[src/rtl/vpipe_pkg.sv]
// Shared defaults and the pipeline stage record for the vpipe forwarding pipeline.
package vpipe_pkg;

  localparam int DEF_WIDTH    = 4;
  localparam int DEF_EX_DEPTH = 1;
  localparam int DEF_TAG_W    = 4;

  // One pipeline slot: occupancy, instruction tag and the value it carries.
  typedef struct packed {
    logic                 valid;
    logic [DEF_TAG_W-1:0] tag;
    logic [DEF_WIDTH-1:0] data;
  } stage_t;

endpackage

[src/rtl/vpipe_stage.sv]
// One stall-able pipeline slot (valid/tag/data) with synchronous clear on rst.
module vpipe_stage
  import vpipe_pkg::*;
#(
  parameter type rec_t = stage_t
) (
  input  logic clk,
  input  logic rst,
  input  logic stall,
  input  rec_t d_i,
  output rec_t q_o
);

  rec_t slot_q;

  // NOTE: state is updated with non-blocking assignments so every stage samples its neighbour's pre-edge value.
  always_ff @(posedge clk) begin
    if (rst) begin
      slot_q <= '0;
    end else if (!stall) begin
      slot_q <= d_i;
    end
  end

  assign q_o = slot_q;

endmodule

[src/rtl/vpipe_fwd_pipe.sv]
// ID -> EX[1..EX_DEPTH] -> WB pipeline computing reg = reg*2+1 per instruction.
// Define VPIPE_FWD_EN to forward EX results into ID; otherwise issue waits for an empty pipe.
module vpipe_fwd_pipe
  import vpipe_pkg::*;
#(
  parameter int WIDTH    = DEF_WIDTH,
  parameter int EX_DEPTH = DEF_EX_DEPTH,
  parameter int TAG_W    = DEF_TAG_W
) (
  input  logic             clk,
  input  logic             rst,
  input  logic [WIDTH-1:0] reg_init,
  input  logic             stall,
  input  logic             issue_valid,
  input  logic [TAG_W-1:0] issue_tag,
  output logic             issue_ready,
  output logic [WIDTH-1:0] reg_q,
  output logic             wb_valid,
  output logic [TAG_W-1:0] wb_tag
);

  typedef struct packed {
    logic             valid;
    logic [TAG_W-1:0] tag;
    logic [WIDTH-1:0] data;
  } rec_t;

  // Slot 0 is ID, slot k is EX[k].
  rec_t stg_d [EX_DEPTH+1];
  rec_t stg_q [EX_DEPTH+1];

  logic [WIDTH-1:0] operand;
  logic             wb_valid_q;
  logic             id_data_unused;

  for (genvar k = 0; k <= EX_DEPTH; k++) begin : g_stage
    vpipe_stage #(.rec_t(rec_t)) u_stage (
      .clk   (clk),
      .rst   (rst),
      .stall (stall),
      .d_i   (stg_d[k]),
      .q_o   (stg_q[k])
    );
  end

  // ID carries no data of its own; its operand is read combinationally.
  assign id_data_unused = ^stg_q[0].data;

`ifdef VPIPE_FWD_EN
  // The youngest valid EX slot (lowest index) holds the newest result.
  always_comb begin
    operand = reg_q;
    for (int k = EX_DEPTH; k >= 1; k--) begin
      if (stg_q[k].valid) operand = stg_q[k].data;
    end
  end

  assign issue_ready = !stall && !rst;
`else
  logic busy;

  assign operand = reg_q;

  always_comb begin
    busy = 1'b0;
    for (int k = 0; k <= EX_DEPTH; k++) begin
      busy = busy | stg_q[k].valid;
    end
  end

  assign issue_ready = !stall && !rst && !busy;
`endif

  always_comb begin
    // NOTE: every stage input is defaulted first so no path through this block can infer a latch.
    for (int k = 0; k <= EX_DEPTH; k++) stg_d[k] = '0;
    stg_d[0].valid = issue_valid && issue_ready;
    stg_d[0].tag   = issue_tag;
    stg_d[1].valid = stg_q[0].valid;
    stg_d[1].tag   = stg_q[0].tag;
    stg_d[1].data  = {operand[WIDTH-2:0], 1'b1};
    for (int k = 2; k <= EX_DEPTH; k++) stg_d[k] = stg_q[k-1];
  end

  // A write that lands just before a stall stays pending and is reported once the stall lifts.
  always_ff @(posedge clk) begin
    if (rst) begin
      reg_q      <= reg_init;
      wb_valid_q <= 1'b0;
      wb_tag     <= '0;
    end else if (!stall) begin
      wb_valid_q <= stg_q[EX_DEPTH].valid;
      if (stg_q[EX_DEPTH].valid) begin
        reg_q  <= stg_q[EX_DEPTH].data;
        wb_tag <= stg_q[EX_DEPTH].tag;
      end
    end
  end

  assign wb_valid = wb_valid_q && !stall;

endmodule

[config.mk]
export PLATFORM = sky130hd
export DESIGN_NAME = vpipe_fwd_pipe
export DESIGN_NICKNAME = d
export VERILOG_FILES = /design/src/rtl/vpipe_pkg.sv /design/src/rtl/vpipe_stage.sv /design/src/rtl/vpipe_fwd_pipe.sv
export SDC_FILE = /design/constraint.sdc
export NUM_CORES = 1
export LEC_CHECK = 0
export BUFFER_PORTS_ARGS = -buffer_cell sky130_fd_sc_hd__buf_4
export CAP_MARGIN = 30
export CELL_PAD_IN_SITES_DETAIL_PLACEMENT = 0
export CELL_PAD_IN_SITES_GLOBAL_PLACEMENT = 1
export CORE_AREA = 5 5 53 55
export CTS_BUF_LIST = sky130_fd_sc_hd__clkbuf_2 sky130_fd_sc_hd__clkbuf_4 sky130_fd_sc_hd__clkbuf_8
export DETAILED_ROUTE_END_ITERATION = 8
export DIE_AREA = 0 0 58 60
export GPL_ROUTABILITY_DRIVEN = 0
export PLACE_DENSITY = 0.8
export SETUP_SLACK_MARGIN = 0.05
export SYNTH_ARGS = -nofsm -noshare
export SYNTH_HDL_FRONTEND = slang
export SYNTH_SLANG_ARGS = --single-unit
[constraint.sdc]
create_clock -name clk -period 2 [get_ports clk]
set_input_delay 0 -clock clk [delete_from_list [all_inputs] [get_ports clk]]
set_output_delay 0 -clock clk [all_outputs]
set_load 0.005 [all_outputs]
==> results.ini, run 1 <==
[timing]
worst_slack_ps=907
grt_setup_unrepaired=no
setup_violations=0
slew_headroom_pct=81.9
hold_slack_ps=36.8
finalCritPeriodShare_pct=54.6
final_hold_viol_count=0
max_clock_freq_mhz=915
fin_crit_ps=1090
worst_slew_pin_slew_ps=267
slew_viol_final=0
setup-tns-final_ps=0
finClkSkew_ps=6.11

[synthesis]
syn_avg_cell_area_um2=11.4
synth_fp_nets=89
yosysMostFrequentCell=dfxtp_1
yosys_most_used_dff=dfxtp_1
yosys.area.top_type_share_pct=43.3
synthTopCellsByArea=dfxtp_1 43%, mux2i_1 18%, edfxtp_1 14%
yosysTopAreaCell=dfxtp_1
synth-seq-cells=23
synth.distinct_cells=17
yosysWarningCount=0
netlist_instances=77
synth-edff-count=4
synth_seq_area_share_pct=57.0
syn_area_um2=878
async_flop_share_pct=0
synth_common_cells=19 x dfxtp_1, 17 x nor2_1, 16 x mux2i_1

[hold_path]
min_path_cells=2
min_from=rst
min_to=wb_tag[1]
hold_class=primary input to flip-flop

[pwr]
total_power_mw=0.802
sw_frac_of_total_pct=22.3
peakVddDrop_mv=0.425
p_switching_mw=0.179
pwr_density_cell_mw_per_mm2=708
intPower_mw=0.624
power_frac_seq_pct=62.9
leakage_nw=0.531
p_clk_share_pct=25.7
comb_power_share_pct=11.4

[floorplanning]
start_util_pct=37.5
dieArea_mm2=0.00348
num_rows=18
dieHeight_um=60
top_level_ports=22
die_w_um=58
core_mm2=0.00234

[critical_path]
critPathTopFamily=flip-flops
worstPathArrival_ps=1090
critPathRequiredTime_ps=2000
worst-path-buf-inv=1
r2r_cells=2
rr_endpoint=reg_q[2]
worstPathCellList=nor4_1 > buf_4
slowest_delay_ps=350
reg2reg_setup_slack_ps=980
timing.critical_path.slowest_stage_cell=dfxtp_1
worst-path-max-fanout=4
timing.rr.start=g_stage[1].u_stage.q_o[8]
crit_path_end_kind=primary output
path_class=flip-flop to primary output
worstSetupStartpoint=g_stage[0].u_stage.q_o[8]
start_kind=flip-flop

[clocking]
cts_tree=built
numCtsBuffers=3
cts.sinks=23
cts-resized-gates=0
cts_root_buf=clkbuf_4
cts_setup_buffers=0
clkTransAtPathRegs_ps=120
ctsHtreeMaxLevel=1
clk_latency_ps=300
cts_buffer_depth=2

[route]
routedWlPerCell_um=10.8
routed_via_density=4.45
drcViolationCount=0
ant_nets=0
drt_wl_total_um=1440
num_vias=596
drtIter0Drc=12
dr.pass1.iters=4

[layout]
layout-drive-gt1-share_pct=27.9
final_cell_area_mm2=0.00113
utilization_pct=48.4
final_cells=134
fin_nets=117
area_growth_pct=29.1
diodes=0

[placed_design]
dp_cells=122
portBuffers=21
place_area_mm2=0.00103
preCtsSetupSlack_ps=979
hpwl_um=956

[status]
outcome=finished, final reports clean

[grt]
grt_overflow_total=0
first_global_vias=548
grtUsageTotal_pct=9.55
grt_max_degree=27
antenna_found_initial=0
grt_first_pass_wirelength_um=2470

[run]
max_cap_violations=0

cells by family after synthesis:
group | synth area share, %
compound gates | 2.28
buf+inv | 5.84
flops | 57.0
mux | 22.1
simple gates | 12.8
worst reg2reg max path, delay by kind of cell, from the launching register on:
| kind | cells | cell delay [ps] |
|---|---|---|
| flops | 1 | 440 |
| simple gates | 2 | 290 |
timing repair:
item	in CTS	in global routing
endpoints found under the hold margin	8	0
setup endpoints to repair	0	0
hold buffers	8	0
layer usage:
metal  GRT usage, %  wire [µm]
met5              0          0
met4           5.96         15
met3           2.38         91
met2           14.4        658
met1           12.3        676
worst max path at each step:
stage | cells after the start | slack (ps) | endpoint
final | 2 | 910 | issue_ready
after detailed placement | 2 | 980 | reg_q[2]
after floorplan | 3 | 1000 | reg_q[0]
after global routing | 2 | 780 | issue_ready
after global placement | 2 | 1030 | reg_q[2]
after CTS | 2 | 880 | issue_ready
flip-flops by register name, summed over array words and instances (netlist names):
register             flops
g_stage.u_stage.q_o     14
wb_tag                   4
wb_valid_q               1
reg_q                    4
cell usage in the layout (no fill, tap or decap), types with 2 or more instances in the layout:
cell type,synthesis,routed
mux2i_1,16,16
buf_4,0,21
edfxtp_1,4,4
dlygate4sd3_1,0,8
mux2_2,3,3
nor2_1,17,17
nand2_1,2,2
dfxtp_1,19,19
clkbuf_4,0,3
a21oi_1,3,3
power groups by stage:
stage / sequential (mW) / clock (mW) / combinational, mW
after global routing: 0.508 / 0.241 / 0.101
after global placement: 0.514 / 0 / 0.0786
after CTS: 0.505 / 0.219 / 0.0928
after detailed placement: 0.515 / 0 / 0.0806
after floorplan: 0.513 / 0 / 0.0516
final: 0.504 / 0.206 / 0.0915
cell type report:
cell class                      count  area [µm²]
Multi-Input combinational cell     47         327
Clock inverter                      1        5.00
Timing Repair Buffer               29         238
Clock buffer                        3        22.5
Sequential cell                    23         500
Tap cell                           30        37.5
Inverter                            1        3.75
Fill cell                         232        1210
Power figures use the tool's default switching activity.
==> run 2: changes to the inputs <==
- ABC_AREA: not set -> 1
- CORE_AREA: 5 5 53 55 -> 5 5 57 59
- DIE_AREA: 0 0 58 60 -> 0 0 62 64
- PLACE_DENSITY: 0.8 -> 0.76
- clock period: 2 -> 0.9 ns (I/O delays scaled with it)
==> run 2 against run 1 <==
Compared with the run above: the flow now finishes with violations (setup timing); power is 140% higher; worst setup slack worse by 1000 ps; worst hold slack better by 8.1 ps; sequential share of layout area is 4.8 points lower; utilization is 0.32 points lower; flip-flop and latch count stayed put; via count is 32% higher; cell area is 13% higher; critical path depth stayed put; highest routed layer unchanged.
==> results.ini, run 2 <==
[status]
outcome=finished, violations left
violations=setup timing

[timing]
worst_slew_pin_slew_ps=255  ; -11.7 ps
slew_headroom_pct=82.9  ; +0.98 points
hold_slack_ps=44.9  ; +8.06 ps
slew_viol_final=0  ; unchanged
finClkSkew_ps=4.85  ; -1.26 ps
worst_slack_ps=-141  ; -1050 ps
max_clock_freq_mhz=961
fin_crit_ps=1040
final_hold_viol_count=0  ; unchanged
grt_setup_unrepaired=yes
finalCritPeriodShare_pct=116
setup_violations=1  ; +1

[placed_design]
hpwl_um=1280  ; +34%
dp_cells=154  ; +26%
portBuffers=21  ; unchanged
preCtsSetupSlack_ps=44.2  ; -935 ps
place_area_mm2=0.00108  ; +5.0%

[clocking]
clk_latency_ps=300  ; about the same
clkTransAtPathRegs_ps=120  ; about the same
numCtsBuffers=3  ; unchanged
cts_tree=built
ctsHtreeMaxLevel=1  ; unchanged
cts_root_buf=clkbuf_4
cts_buffer_depth=2  ; unchanged
cts.sinks=23  ; unchanged

[synthesis]
synth-xor-area-share_pct=0  ; unchanged
synthAdderAreaFrac_pct=0  ; unchanged
yosys_most_used_dff=dfxtp_1
synthSimpleGateAreaFrac_pct=22.1  ; +9.3 points
syn_area_um2=877  ; -0.14%
netlist_instances=102  ; +32%
yosys.area.top_type_share_pct=43.4  ; +0.062 points
yosysTopAreaCell=dfxtp_1
synthMuxAreaShare_pct=0  ; -22 points
synth_common_cells=28 x nor2_1, 19 x dfxtp_1, 16 x o21ai_0
synth.distinct_cells=13  ; -4
synth_top_family_by_area=simple AND/OR/NAND/NOR gates
synth-seq-cells=23  ; unchanged
synthTopCellsByArea=dfxtp_1 43%, edfxtp_1 14%, nor2_1 12%
yosysWarningCount=0  ; unchanged
syn_avg_cell_area_um2=8.60  ; -25%
async_flop_share_pct=0  ; unchanged
yosysMostFrequentCell=nor2_1
synth-edff-count=4  ; unchanged
synth-compound-area-share_pct=12.6  ; +10 points
synth_seq_area_share_pct=57.1  ; +0.081 points
synth_fp_nets=114  ; +28%

[hold_path]
min_from=stall
hold_class=primary input to flip-flop
min_to=g_stage[1].u_stage.q_o[2]
min_path_cells=3  ; +1

[critical_path]
worstPathCellList=nor4_4 > buf_4
slowest_delay_ps=360  ; about the same
rr_endpoint=g_stage[0].u_stage.q_o[8]
timing.critical_path.slowest_stage_cell=dfxtp_2
start_kind=flip-flop
worst-path-max-fanout=2  ; -2
worstPathArrival_ps=1040  ; -50 ps
critPathRequiredTime_ps=900  ; -1100 ps
path_class=flip-flop to primary output
timing.rr.start=g_stage[1].u_stage.q_o[8]
reg2reg_setup_slack_ps=80  ; -900 ps
crit_path_end_kind=primary output
r2r_cells=4  ; +2

[route]
drtIter0Drc=21  ; +9
routed_via_density=4.61  ; +3.7%
drcViolationCount=0  ; unchanged
ant_nets=0  ; unchanged
drt_wl_total_um=1850  ; +29%
routedWlPerCell_um=10.8  ; +0.75%
dr.pass1.iters=4  ; unchanged
num_vias=789  ; +32%

[layout]
diodes=0  ; unchanged
area_growth_pct=45.9
fin_nets=153  ; +31%
layout-drive-gt1-share_pct=32.1  ; +4.3 points
layout_commonest_cell=nor2_1
final_cell_mix=26 x nor2_1, 22 x buf_4, 16 x o21ai_0, 16 x dfxtp_1, 13 x nand2_1
utilization_pct=48.1  ; -0.32 points
final_cell_area_mm2=0.00128  ; +13%
largest_reg_flops=14  ; unchanged
final_cells=171  ; +28%

[grt]
grtUsageTotal_pct=10.6  ; +1.1 points
grt_overflow_total=0  ; unchanged
grt_first_pass_wirelength_um=3160  ; +28%
antenna_found_initial=0  ; unchanged
grt_max_degree=18  ; -33%
first_global_vias=710  ; +30%

[floorplanning]
die_w_um=62  ; +6.9%
core_mm2=0.00266  ; +14%
start_util_pct=32.9  ; -4.6 points
dieHeight_um=64  ; +6.7%
dieArea_mm2=0.00397  ; +14%
top_level_ports=22  ; unchanged
num_rows=19  ; +1

[pwr]
leakage_nw=0.564  ; +6.2%
peakVddDrop_mv=0.851  ; +100%
pwr_density_cell_mw_per_mm2=1520  ; +120%

[run]
max_cap_violations=0  ; unchanged

## run 2: cell type report
| class | count | area (µm²) |
|---|---|---|
| inverter | 6 | 22.5 |
| clock buffer | 4 | 30.0 |
| multi-input combinational | 68 | 333 |
| timing repair buffer | 39 | 352 |
| sequential | 23 | 504 |
| tap | 31 | 38.8 |
| fill | 268 | 1380 |
## run 2: what timing repair did
action	in CTS	in global routing
pin swaps	1	0
hold buffers	11	0
hold endpoints to repair	14	0
endpoints found under the setup margin	10	15
setup buffers	1	1
gates resized for setup	9	6
## run 2: worst max-delay path by stage
stage,from,endpoint
3_3_place_gp,g_stage[1].u_stage.q_o[8],reg_q[0]
4_1_cts,g_stage[0].u_stage.q_o[8],issue_ready
3_5_place_dp,g_stage[1].u_stage.q_o[8],reg_q[2]
6_report,g_stage[0].u_stage.q_o[8],issue_ready
2_1_floorplan,g_stage[1].u_stage.q_o[8],reg_q[0]
5_1_grt,g_stage[0].u_stage.q_o[8],issue_ready
## run 2: critical path, delay by kind of cell (launching register included)
family	cells	cell delay, ps
flip-flops	1	360
AND/OR/NAND/NOR	1	240
buffers and inverters	1	150
## run 2: per-layer routing
layer / routed length [µm] / vias to the layer above / GRT usage, %
met3: 78 / 4 / 2.62
li1: - / 406 / -
met1: 801 / 367 / 13.9
met5: 0 / - / 0
met4: 36 / 0 / 5.57
met2: 937 / 12 / 15.8
## run 2: logic make-up after synthesis
| kind of cell | count (synthesis) |
|---|---|
| buffers and inverters | 11 |
| flip-flops | 23 |
| AO/OA/AOI/OAI | 22 |
| AND/OR/NAND/NOR | 46 |
## run 2: power by group
part,internal [mW],switching (mW)
logic,0.177,0.134
clock network,0.203,0.287
registers,1.11,0.0336
total,1.49,0.455
## run 2: metrics by stage
step	setup TNS (ps)	power [mW]
floorplan	0	1.30
global placement	0	1.41
detailed placement	0	1.41
CTS	-170	1.96
global route	-307	2.07
finish	-141	1.95
